<file path="src/rtl/addsub_pkg.sv">
// Shared sizing and state encoding for the chunk-serial adder/subtractor.
package addsub_pkg;
    localparam int ADD_WIDTH = 32;
    localparam int CHUNK_W   = 8;
    localparam int N_CHUNKS  = ADD_WIDTH / CHUNK_W;
    localparam int CNT_W     = $clog2(N_CHUNKS);

    typedef enum logic [1:0] {
        ST_IDLE,
        ST_BUSY,
        ST_DONE
    } state_t;
endpackage

</file>
<file path="src/rtl/addsub_slice_8b.sv">
// One 8-bit add slice; cin enters as bit-0 generate so the tree needs no separate carry input.
module addsub_slice_8b (
    input  logic [7:0] a,
    input  logic [7:0] b,
    input  logic       cin,
    output logic [7:0] s,
    output logic       cout,
    output logic       c6
);
    logic [7:0] p, g, g_f, c;

    assign p   = a ^ b;
    assign g   = a & b;
    assign g_f = {g[7:1], g[0] | (p[0] & cin)};

    carry_tree_bk_8b u_tree (
        .g (g_f),
        .p (p[7:1]),
        .c (c)
    );

    assign s    = p ^ {c[6:0], cin};
    assign cout = c[7];
    assign c6   = c[6];
endmodule

</file>
<file path="src/rtl/carry_tree_bk_8b.sv">
// 8-bit Brent-Kung carry prefix tree. c[i] is the carry out of bit i.
// Bit 0 propagate is not needed because any carry-in is already folded into g[0].
module carry_tree_bk_8b (
    input  logic [7:0] g,
    input  logic [7:1] p,
    output logic [7:0] c
);
    logic g10, g32, p32, g54, p54, g76, p76;
    logic g30, g74, p74, g70;
    logic g20, g40, g50, g60;

    // up-sweep
    assign g10 = g[1] | (p[1] & g[0]);
    assign g32 = g[3] | (p[3] & g[2]);
    assign p32 = p[3] & p[2];
    assign g54 = g[5] | (p[5] & g[4]);
    assign p54 = p[5] & p[4];
    assign g76 = g[7] | (p[7] & g[6]);
    assign p76 = p[7] & p[6];
    assign g30 = g32 | (p32 & g10);
    assign g74 = g76 | (p76 & g54);
    assign p74 = p76 & p54;
    assign g70 = g74 | (p74 & g30);

    // down-sweep fills the remaining prefixes
    assign g50 = g54 | (p54 & g30);
    assign g20 = g[2] | (p[2] & g10);
    assign g40 = g[4] | (p[4] & g30);
    assign g60 = g[6] | (p[6] & g50);

    assign c = {g70, g60, g50, g40, g30, g20, g10, g[0]};
endmodule

</file>
<file path="src/rtl/addsub_iter_32b.sv">
// Chunk-serial WIDTH-bit adder/subtractor: one CHUNK per cycle, LSB first, valid/ready both sides.
module addsub_iter_32b
    import addsub_pkg::*;
#(
    parameter int WIDTH = ADD_WIDTH,
    parameter int CHUNK = CHUNK_W
) (
    input  logic             clk_i,
    input  logic             rst_ni,
    input  logic             in_valid_i,
    output logic             in_ready_o,
    input  logic [WIDTH-1:0] a_i,
    input  logic [WIDTH-1:0] b_i,
    input  logic             sub_i,
    output logic             out_valid_o,
    input  logic             out_ready_i,
    output logic [WIDTH-1:0] sum_o,
    output logic             carry_o,
    output logic             ovf_o,
    output logic             zero_o
);
    localparam int NCH = WIDTH / CHUNK;
    localparam int CW  = (NCH > 1) ? $clog2(NCH) : 1;

    state_t           state, state_nxt;
    logic [WIDTH-1:0] a_q, b_q, res_q, res_nxt;
    logic             c_q, carry_q, ovf_q, zero_q;
    logic [CW-1:0]    cnt;
    logic [CHUNK-1:0] s;
    logic             cout, c6, last;

    // Operands shift right each cycle so the active chunk is always at the bottom;
    // the result fills from the top and is complete after NCH shifts.
    addsub_slice_8b u_slice (
        .a    (a_q[CHUNK-1:0]),
        .b    (b_q[CHUNK-1:0]),
        .cin  (c_q),
        .s    (s),
        .cout (cout),
        .c6   (c6)
    );

    assign last    = (cnt == CW'(NCH - 1));
    assign res_nxt = {s, res_q[WIDTH-1:CHUNK]};

    always_ff @(posedge clk_i or negedge rst_ni) begin
        if (!rst_ni) state <= ST_IDLE;
        else         state <= state_nxt;
    end

    always_comb begin
        state_nxt = state;
        case (state)
            ST_IDLE: if (in_valid_i)  state_nxt = ST_BUSY;
            ST_BUSY: if (last)        state_nxt = ST_DONE;
            ST_DONE: if (out_ready_i) state_nxt = ST_IDLE;
            default:                  state_nxt = ST_IDLE;
        endcase
    end

    always_ff @(posedge clk_i or negedge rst_ni) begin
        if (!rst_ni) begin
            a_q     <= '0;
            b_q     <= '0;
            res_q   <= '0;
            c_q     <= 1'b0;
            cnt     <= '0;
            carry_q <= 1'b0;
            ovf_q   <= 1'b0;
            zero_q  <= 1'b0;
        end else begin
            case (state)
                ST_IDLE: if (in_valid_i) begin
                    a_q <= a_i;
                    b_q <= b_i ^ {WIDTH{sub_i}};
                    c_q <= sub_i;
                    cnt <= '0;
                end
                ST_BUSY: begin
                    a_q   <= a_q >> CHUNK;
                    b_q   <= b_q >> CHUNK;
                    res_q <= res_nxt;
                    c_q   <= cout;
                    cnt   <= cnt + CW'(1);
                    // top chunk: carry into the MSB vs carry out of it gives signed overflow
                    if (last) begin
                        carry_q <= cout;
                        ovf_q   <= c6 ^ cout;
                        zero_q  <= (res_nxt == '0);
                    end
                end
                default: ;
            endcase
        end
    end

    assign in_ready_o  = (state == ST_IDLE);
    assign out_valid_o = (state == ST_DONE);
    assign sum_o       = res_q;
    assign carry_o     = carry_q;
    assign ovf_o       = ovf_q;
    assign zero_o      = zero_q;
endmodule

</file>
<file path="config.mk">
export PLATFORM = sky130hd
export DESIGN_NAME = addsub_iter_32b
export DESIGN_NICKNAME = d
export VERILOG_FILES = /design/src/rtl/addsub_pkg.sv /design/src/rtl/addsub_slice_8b.sv /design/src/rtl/carry_tree_bk_8b.sv /design/src/rtl/addsub_iter_32b.sv
export SDC_FILE = /design/constraint.sdc
export NUM_CORES = 1
export LEC_CHECK = 0
export BUFFER_PORTS_ARGS = -buffer_cell sky130_fd_sc_hd__buf_2
export CORE_MARGIN = 2
export CORE_UTILIZATION = 34
export DETAILED_ROUTE_END_ITERATION = 10
export PLACE_DENSITY = 0.58
export SETUP_SLACK_MARGIN = 0.15
export SYNTH_ARGS = -nofsm -noshare
export SYNTH_HDL_FRONTEND = slang
export SYNTH_HIERARCHICAL = 1
export SYNTH_SLANG_ARGS = --single-unit
export TNS_END_PERCENT = 5
</file>
<file path="constraint.sdc">
create_clock -name clk_i -period 2.1 [get_ports clk_i]
set_input_delay 0.42 -clock clk_i [delete_from_list [all_inputs] [get_ports clk_i]]
set_output_delay 0.42 -clock clk_i [all_outputs]
set_load 0.02 [all_outputs]
</file>
After elaboration in Yosys (flattened, before gate mapping)
Index checks and enable logic that the tools add are counted.
{"block": "totals", "word_cells": 67, "inputBits": 69, "register_bits": 104, "output_inout_bits": 37}
{"block": "op_classes", "n_mux": 12, "addsub": 1, "eq_ne": 6, "reduce_logical": 6, "bitwise_logic": 33}
{"cell": "$pmux W32 S2", "n": 2}
{"cell": "$mux W32", "n": 2}
{"cell": "$logic_not A32 Y1", "n": 1}
{"cell": "$xor A32 B32 Y32", "n": 1}
{"cell": "$and A1 B1 Y1", "n": 16}
{"cell": "$xor A8 B8 Y8", "n": 2}
{"cell": "$or A1 B1 Y1", "n": 12}
{"cell": "$and A8 B8 Y8", "n": 1}
{"cell": "$mux W2", "n": 4}
{"cell": "$pmux W2 S3", "n": 1}
{"cell": "$eq A2 B2 Y1 const B", "n": 2}
{"cell": "$ne A2 B2 Y1 const B", "n": 2}
{"cell": "$pmux W2 S2", "n": 1}
{"cell": "$reduce_and A2 Y1", "n": 2}
{"cell": "$reduce_and A3 Y1", "n": 1}
{"cell": "$add A2 B1 Y2 const B", "n": 1}
{"cell": "$eq A2 B1 Y1 const B", "n": 1}
{"cell": "$logic_not A2 Y1", "n": 1}
{"cell": "$ne A2 B1 Y1 const B", "n": 1}
{"cell": "$pmux W1 S2", "n": 1}
{"cell": "$reduce_bool A2 Y1", "n": 1}
{"cell": "$mux W1", "n": 1}
{"cell": "$xor A1 B1 Y1", "n": 1}

Logic depth before layout (Yosys ltp)
Gate-level depths: netlist of the first run.
{"block": "depth", "depth_word": 13, "mapped_depth": 9, "depth_no_buf": 8}

By module
Netlist of the first run, hierarchy kept.
{"module": "addsub_iter_32b", "seq_area_each_um2": 2602.5, "cells_each": 417, "area_per_inst_um2": 5017.3, "n_inst": 1}
{"module": "carry_tree_bk_8b", "seq_area_each_um2": 0.0, "cells_each": 26, "area_per_inst_um2": 176.4, "n_inst": 1}
{"module": "addsub_slice_8b", "seq_area_each_um2": 0.0, "cells_each": 15, "area_per_inst_um2": 168.9, "n_inst": 1}

Worst setup path before layout of the first run
OpenSTA, ideal clock, no wires.
{"block": "synth_timing", "path_type": "register to register", "from": "reg a_q[0]", "to": "reg zero_q, in the netlist zero_o", "t_required_ns": 2.005, "setup_ns": 0.095, "path_slack_ns": -0.173, "path_stages_with_launch": 10, "arrival_ns": 2.178, "synth_period_minus_slack_ns": 2.273, "n_path_buf": 1, "path_cell_list": "dfrtp_1 -> fa_1 -> a21o_1 -> a21o_1 -> a21o_1 -> buf_4 -> xor2_1 -> nor4_1 -> nand4_1 -> o31ai_1"}
{"block": "synth_between", "elab_cells_between_ends": 18, "classes_between": "bitwise (17); reduce/logical (1)"}
{"element": "start, declared", "line_no": "addsub_iter_32b.sv:26", "rtl": "logic [WIDTH-1:0] a_q, b_q, res_q, res_nxt;"}
{"element": "start signal, assigned", "line_no": "addsub_iter_32b.sv:74", "rtl": "a_q <= a_i;"}
{"element": "start signal, assigned", "line_no": "addsub_iter_32b.sv:80", "rtl": "a_q <= a_q >> CHUNK;"}
{"element": "$xor A8 B8 Y8", "line_no": "addsub_slice_8b.sv:12", "rtl": "assign p = a ^ b;"}
{"element": "$and A1 B1 Y1", "line_no": "addsub_slice_8b.sv:14", "rtl": "assign g_f = {g[7:1], g[0] | (p[0] & cin)};"}
{"element": "$or A1 B1 Y1 (*)", "line_no": "addsub_slice_8b.sv:14"}
{"element": "named net u_slice.g_f[0]", "line_no": "addsub_slice_8b.sv:10", "rtl": "logic [7:0] p, g, g_f, c;"}
{"element": "$and A1 B1 Y1 (*)", "line_no": "carry_tree_bk_8b.sv:13", "rtl": "assign g10 = g[1] | (p[1] & g[0]);"}
{"element": "$or A1 B1 Y1 (*)", "line_no": "carry_tree_bk_8b.sv:13"}
{"element": "named net u_slice.u_tree.g10", "line_no": "carry_tree_bk_8b.sv:8", "rtl": "logic g10, g32, p32, g54, p54, g76, p76;"}
{"element": "$and A1 B1 Y1 (*)", "line_no": "carry_tree_bk_8b.sv:27", "rtl": "assign g20 = g[2] | (p[2] & g10);"}
{"element": "$or A1 B1 Y1 (*)", "line_no": "carry_tree_bk_8b.sv:27"}
{"element": "named net u_slice.u_tree.g20", "line_no": "carry_tree_bk_8b.sv:10", "rtl": "logic g20, g40, g50, g60;"}
{"element": "$xor A8 B8 Y8 (*)", "line_no": "addsub_slice_8b.sv:22", "rtl": "assign s = p ^ {c[6:0], cin};"}
{"element": "$logic_not A32 Y1 (*)", "line_no": "addsub_iter_32b.sv:89", "rtl": "zero_q <= (res_nxt == '0);"}
{"element": "end signal, assigned", "line_no": "addsub_iter_32b.sv:89"}
{"element": "end, declared", "line_no": "addsub_iter_32b.sv:27", "rtl": "logic c_q, carry_q, ovf_q, zero_q;"}
Mark *: on every way through the listed nets, which the timed path passes. The rest lies on a longest branch.
A chain may end at the register's enable or synchronous reset.

Worst setup path in the final report of the first run
{"block": "layout_timing", "from": "reg c_q", "to": "reg zero_q, in the netlist zero_o"}
{"block": "layout_between", "elab_cells_between_ends": 16, "classes_between": "bitwise (15); reduce/logical (1)"}
{"element": "start, declared", "line_no": "addsub_iter_32b.sv:27"}
{"element": "start signal, assigned", "line_no": "addsub_iter_32b.sv:76", "rtl": "c_q <= sub_i;"}
{"element": "start signal, assigned", "line_no": "addsub_iter_32b.sv:83", "rtl": "c_q <= cout;"}
{"element": "$and A1 B1 Y1", "line_no": "addsub_slice_8b.sv:14"}
{"element": "$or A1 B1 Y1", "line_no": "addsub_slice_8b.sv:14"}
{"element": "named net u_slice.g_f[0]", "line_no": "addsub_slice_8b.sv:10"}
{"element": "$and A1 B1 Y1", "line_no": "carry_tree_bk_8b.sv:13"}
{"element": "$or A1 B1 Y1", "line_no": "carry_tree_bk_8b.sv:13"}
{"element": "named net u_slice.c[1]", "line_no": "addsub_slice_8b.sv:10"}
{"element": "$and A1 B1 Y1", "line_no": "carry_tree_bk_8b.sv:20", "rtl": "assign g30 = g32 | (p32 & g10);"}
{"element": "$or A1 B1 Y1", "line_no": "carry_tree_bk_8b.sv:20"}
{"element": "$and A1 B1 Y1", "line_no": "carry_tree_bk_8b.sv:26", "rtl": "assign g50 = g54 | (p54 & g30);"}
{"element": "$or A1 B1 Y1", "line_no": "carry_tree_bk_8b.sv:26"}
{"element": "named net u_slice.c[5]", "line_no": "addsub_slice_8b.sv:10"}
{"element": "$xor A8 B8 Y8", "line_no": "addsub_slice_8b.sv:22"}
{"element": "named net s[6]", "line_no": "addsub_iter_32b.sv:29", "rtl": "logic [CHUNK-1:0] s;"}
{"element": "$logic_not A32 Y1", "line_no": "addsub_iter_32b.sv:89"}
The timed path passes the listed nets, and every way through them passes these cells.

==> results of run 1 <==
logic make-up (layout without fill, tap and decap cells):
group,Yosys count,count (layout),synth area share
xor gates and xnor gates,40,40,0.0653
AOI/OAI and AO/OA,148,148,0.185
and+or+nand+nor,77,77,0.0849
DFF,104,104,0.485
muxes,33,33,0.0910
buffers and inverters,47,161,0.0658
adders and majority gates,9,9,0.0224
path summary, 6_finish.rpt:
kind / startpoint / endpoint / slack, ns / cells past startpoint
worst min-delay path: rst_ni / a_q[7] / 0.06 / 1
worst min register to register: a_q[17] / a_q[17] / 0.48 / 2
worst max register to register: c_q / zero_o / -0.1 / 8
min in group clk_i: out_ready_i / state[1] / 0.24 / 2
max in group asynchronous: rst_ni / a_q[22] / 1.38 / 2
worst max-delay path: c_q / zero_o / -0.1 / 8
stage by stage:
step	cells	cell area (sq um)	setup slack, ns
final	783	6480	-0.0977
after global routing	783	6480	-0.280
after CTS	783	6460	-0.0972
after detailed placement	765	6150	-0.126
after global placement	765	6150	-0.102
after floorplan	458	5370	-0.109
layer usage:
| metal | track usage | up-vias |
|---|---|---|
| li1 | - | 1856 |
| met1 | 0.188 | 1828 |
| met2 | 0.241 | 107 |
| met3 | 0.0409 | 23 |
| met4 | 0.0557 | 2 |
| met5 | 0 | - |
cells in the mapped netlist (all sizes together):
master / instances / share of area
dfrtp: 104 / 0.49
buf: 38 / 0.059
a21oi: 37 / 0.035
nor2b: 36 / 0.043
o21ai: 36 / 0.034
a22oi: 34 / 0.049
mux2: 33 / 0.091
xor2: 23 / 0.038
nand2: 19 / 0.013
a22o: 17 / 0.028
xnor2: 17 / 0.028
o22a: 16 / 0.026
ha: 8 / 0.019
nor4: 8 / 0.0093
clkbuf: 6 / 0.0042
nor2: 6 / 0.0086
a21o: 5 / 0.0070
inv: 3 / 0.0021
nand2b: 2 / 0.0023
nand4: 2 / 0.0023
and2b: 1 / 0.0014
and3: 1 / 0.0012
fa: 1 / 0.0037
nand3: 1 / 0.00093
nand3b: 1 / 0.0021
o21bai: 1 / 0.0035
o221ai: 1 / 0.0028
o31ai: 1 / 0.0014
layout make-up:
| cell class | instances | area, sq um |
|---|---|---|
| Clock inverter | 5 | 37.5 |
| Inverter | 3 | 11.3 |
| Multi-Input combinational cell | 307 | 2440 |
| Fill cell | 1486 | 8840 |
| Sequential cell | 104 | 2610 |
| Clock buffer | 11 | 243 |
| Timing Repair Buffer | 142 | 871 |
| Tap cell | 211 | 264 |
what timing repair did:
action                     in CTS  in global routing
hold buffers                    0                  0
buffers inserted                2                  0
resized for setup               2                  4
pin swaps                       9                  5
setup endpoints to repair       7                 10
where the power goes:
| part | leakage, nW | internal (W) | switching (W) | total, W |
|---|---|---|---|---|
| clock network | 0.133 | 0.000844 | 0.000768 | 0.00161 |
| registers | 1.29 | 0.00294 | 0.000788 | 0.00373 |
| logic | 1.63 | 0.00296 | 0.00269 | 0.00566 |
worst max-delay path, cell delays in order (launching register included):
cell	delay, ns
dfrtp_1	0.40
fa_2	0.39
a21o_1	0.20
a22oi_2	0.31
a21oi_2	0.09
xor2_1	0.16
nor4_1	0.24
nand4_1	0.13
o31ai_1	0.20
state kept, by name, indices dropped and copies added, names as in the netlist:
signal	flops
b_q	32
ovf_o	1
c_q	1
a_q	32
carry_o	1
state	2
cnt	2
zero_o	1
sum_o	32
==> metrics, run 1 <==
routed wire length 12.1 mm; largest net degree at the start of global routing 46; Hold Crit Class input port to async pin; Area Growth Syn to Fin 20.8%; run status finished with violations; Skew-Pair Late Insertion Delay 0.36 ns; sequential fraction of the synthesis area 0.485; Slew HR 0.615; # Max-Cap Violations 0; Critical Path End Type flip-flop; yosys synthesis warning count 6; wire length per cell 15.4 microns; Die Span Y between 100 and 150 microns; CTS tree built; total chip power roughly 0.011 W; CTS buffer count 9; commonest non-fill, non-tap cells in the layout 103 x buf_2, 102 x dfrtp_1, 36 x a21oi_1, 34 x buf_4; CTS HTree Levels 3; global route overflow 0; Synth Cell Area 5360 sq um; Least-Margin Pin Slew approximately 0.58 ns; Final Core Density 0.423; Setup Viol. Count Final 1; DR pass1 iterations 4; DP HPWL 8.65 mm; CP Launch Type flip-flop; most common cell after layout, fill and taps aside buf_2; DIE AREA around 17000 sq um; Initial Util 0.350; Initial DRC Count about 160; layout cells sized above 1 0.357; met2 wire len ~5.7 mm; initial antenna violation count 1; post-layout worst setup margin -0.0977 ns; CTS Sinks ~100; critical path type flip-flop to flip-flop; Synth Instances around 460; max layer used met5; vias in the first global route 3864; Peak VDD IR 761 uV; clk buf depth 2; CP arrival 2.46 ns; DRC 0; FMAX approximately 460 MHz; Mapped Avg Cell Area 11.7 sq um; first-pass GRT wire length 19.5 mm; Final Hold Fails 0; Diodes inserted 0; number of port buffers 105; syn nets ~540; Clock Skew 0.0107 ns; fin. max-slew vios 0; ANT nets after route 0; Reg clk slew, reported paths about 0.080 ns; Overall Global Routing Usage 0.148; power density over cell area 1700 nW/um^2; failing checks setup timing; RSZ-0062 raised after global routing true; worst hold slack roughly 0.059 ns; DIE WIDTH ~130 microns; I/O pin total 106; worst endpoint required time between 2 and 2.5 ns; Vias 3816; count of state elements after synthesis 104; crit-path max FO 4; NumNets Final approximately 650; M1 wire length approximately 5.4 mm; Leak 3.05 nW; distinct cell type count after synthesis 37; clk root buf clkbuf_16; area of the core 15300 sq um; final period utilization 1.05; fin crit period 2.20 ns; routability cong. just under 0.9; Vias/cell ~5; metal3 WL 671 microns; post-route setup TNS -0.0977 ns; Core Rows between 40 and 50
Power figures use the tool's default switching activity.
==> run 2, diff against run 1 <==
--- a/config.mk
+++ b/config.mk
@@ -8,7 +8,7 @@
 export BUFFER_PORTS_ARGS = -buffer_cell sky130_fd_sc_hd__buf_2
 export CORE_MARGIN = 2
-export CORE_UTILIZATION = 34
+export CORE_UTILIZATION = 30
 export DETAILED_ROUTE_END_ITERATION = 10
-export PLACE_DENSITY = 0.58
+export PLACE_DENSITY = 0.52
 export SETUP_SLACK_MARGIN = 0.15
 export SYNTH_ARGS = -nofsm -noshare
==> constraint.sdc (replaced) <==
create_clock -name clk_i -period 2.1 [get_ports clk_i]
set_input_delay 0.42 -clock clk_i [delete_from_list [all_inputs] [get_ports clk_i]]
set_output_delay 0.42 -clock clk_i [all_outputs]
set_load 0.005 [all_outputs]
==> run 2 against run 1 <==
First-iteration DRC count shrank 2.5%; non-clock buffer count stayed put; the run still ends with setup timing left; setup slack improved by 0.032 ns.
==> metrics, run 2 (synthesized netlist as in run 1, its figures left out) <==
CP max stage cell dfrtp_1; Setup Viol. Count Final 1; global route overflow 0; CP arrival roughly 2.4 ns; Area after DPL slightly above 6000 sq um; run status finished with violations; Slew HR 0.663; Leak 3.07 nW; Area Growth Syn to Fin 22.4%; Vias/cell 4.77; routed wire length 12.5 mm; Vias 3805; DP Worst Slack -0.167 ns; reg2reg end zero_o; Reg clk slew, reported paths 0.07 ns; crit-path max FO 4; most common cell after layout, fill and taps aside buf_2; Overall Global Routing Usage 0.139; Sequential Area 2610 sq um; area of the core about 17000 sq um; CP Launch Type flip-flop; CTS Sinks 104; Clock Skew 0.00782 ns; worst reg-to-reg path cell count 8; Setup crit end zero_o; Crit. Startpoint c_q; I/O pin total 106; Least-Margin Pin Slew roughly 0.51 ns; failing checks setup timing; DP HPWL 9.05 mm; largest net degree at the start of global routing 58; first-pass GRT wire length slightly above 20 mm; DR pass1 iterations 4; post-route setup TNS -0.0655 ns; # Max-Cap Violations 0; CTS HTree Levels 3; worst endpoint required time 2.36 ns; worst path bufs/invs 0; CP top delay family compound AO/OA/AOI/OAI gates; FILL cells 1749; final period utilization 1.03; ANT nets after route 0; Critical Path End Type flip-flop; RSZ-0062 raised after global routing true; Initial Util 0.308; wire length per cell 15.6 microns; Design Area, Final 6560 sq um; Die Span Y 138 microns; slack of the worst reg-to-reg path -0.07 ns; power density over cell area between 1500 and 2000 nW/um^2; DIE AREA roughly 19000 sq um; NumNets Final 645; R2R Path Start c_q; Initial DRC Count 158; Core Rows 48; Skew-Pair Late Insertion Delay 0.35 ns; Peak VDD IR 908 uV; vias in the first global route just under 4000; number of port buffers 105; layout cells sized above 1 0.360; CTS buffer count 9; DRC 0; CTS tree built; fin. max-slew vios 0; DIE WIDTH between 100 and 150 microns; critical path depth 8; clk buf depth 2; post-layout worst setup margin -0.0655 ns; hold_sp out_ready_i; footprint of the multi-input gates around 2500 sq um; Cell Chain, Critical Path fa_2 -> a21o_1 -> a22oi_2 -> o21ai_2 -> xor2_1 -> nor4_2 -> nand4_1 -> o31ai_1; Final Hold Fails 0; Largest stage delay, worst path 0.41 ns; commonest non-fill, non-tap cells in the layout 104 x buf_2, 102 x dfrtp_1, 37 x a21oi_1, 33 x nor2b_1, 32 x a22oi_1; critical path type flip-flop to flip-flop; Final Core Density 0.377; Hold Crit Class input port to flip-flop; fin crit period 2.17 ns; routability cong. 0.797; FMAX 462 MHz; clk root buf clkbuf_16; initial antenna violation count 0
run 2: worst min path at each step:
stage	end	slack (ns)	cells after the start
floorplan	a_q[0]	0.12	0
global placement	sum_o[31]	0.35	1
detailed placement	sum_o[31]	0.36	1
CTS	state[1]	0.21	2
global route	state[1]	0.23	2
finish	state[1]	0.23	2
run 2: what timing repair did:
action	in CTS	in global routing
buffers inserted	3	0
endpoints found under the hold margin	23	0
endpoints found under the setup margin	8	8
pin swaps	10	3
resized for setup	6	2
hold buffers	1	0
run 2: cell type report:
type | instances | area share
inverters | 3 | 0.00172
diodes | 1 | 0.000381
flip-flops and latches | 104 | 0.397
well taps | 225 | 0.0429
clock inverters | 5 | 0.0132
repair buffers | 142 | 0.133
multi-input cells | 307 | 0.376
clock buffers | 11 | 0.0355
run 2: layer usage:
layer  share of wire  vias up  wire length, microns  global-route usage
li1                -     1848                     -                   -
met1            0.45     1843                  5670               0.177
met5               0        -                     0                   0
met3           0.055       14                   680              0.0364
met2            0.48      100                  5940               0.234
met4           0.015        0                   186              0.0408
run 2: through the flow:
stage          hold slack (ns)  total power, W  instances
5_1_grt                  0.230          0.0118        797
3_3_place_gp             0.354         0.00887        777
4_1_cts                  0.213          0.0110        797
6_report                 0.226          0.0109        798
2_1_floorplan            0.124         0.00756        458
3_5_place_dp             0.364         0.00900        777
run 2: power by group:
part,switching (W),total (W),internal (W)
registers,0.000816,0.00375,0.00293
clock network,0.000763,0.00182,0.00106
logic,0.00234,0.00535,0.00301
total,0.00392,0.0109,0.00700
run 2: worst register-to-register path: stages, from the launching register on:
cell	delay, ns
dfrtp_1	0.41
fa_2	0.40
a21o_1	0.20
a22oi_2	0.28
o21ai_2	0.10
xor2_1	0.18
nor4_2	0.22
nand4_1	0.11
o31ai_1	0.19
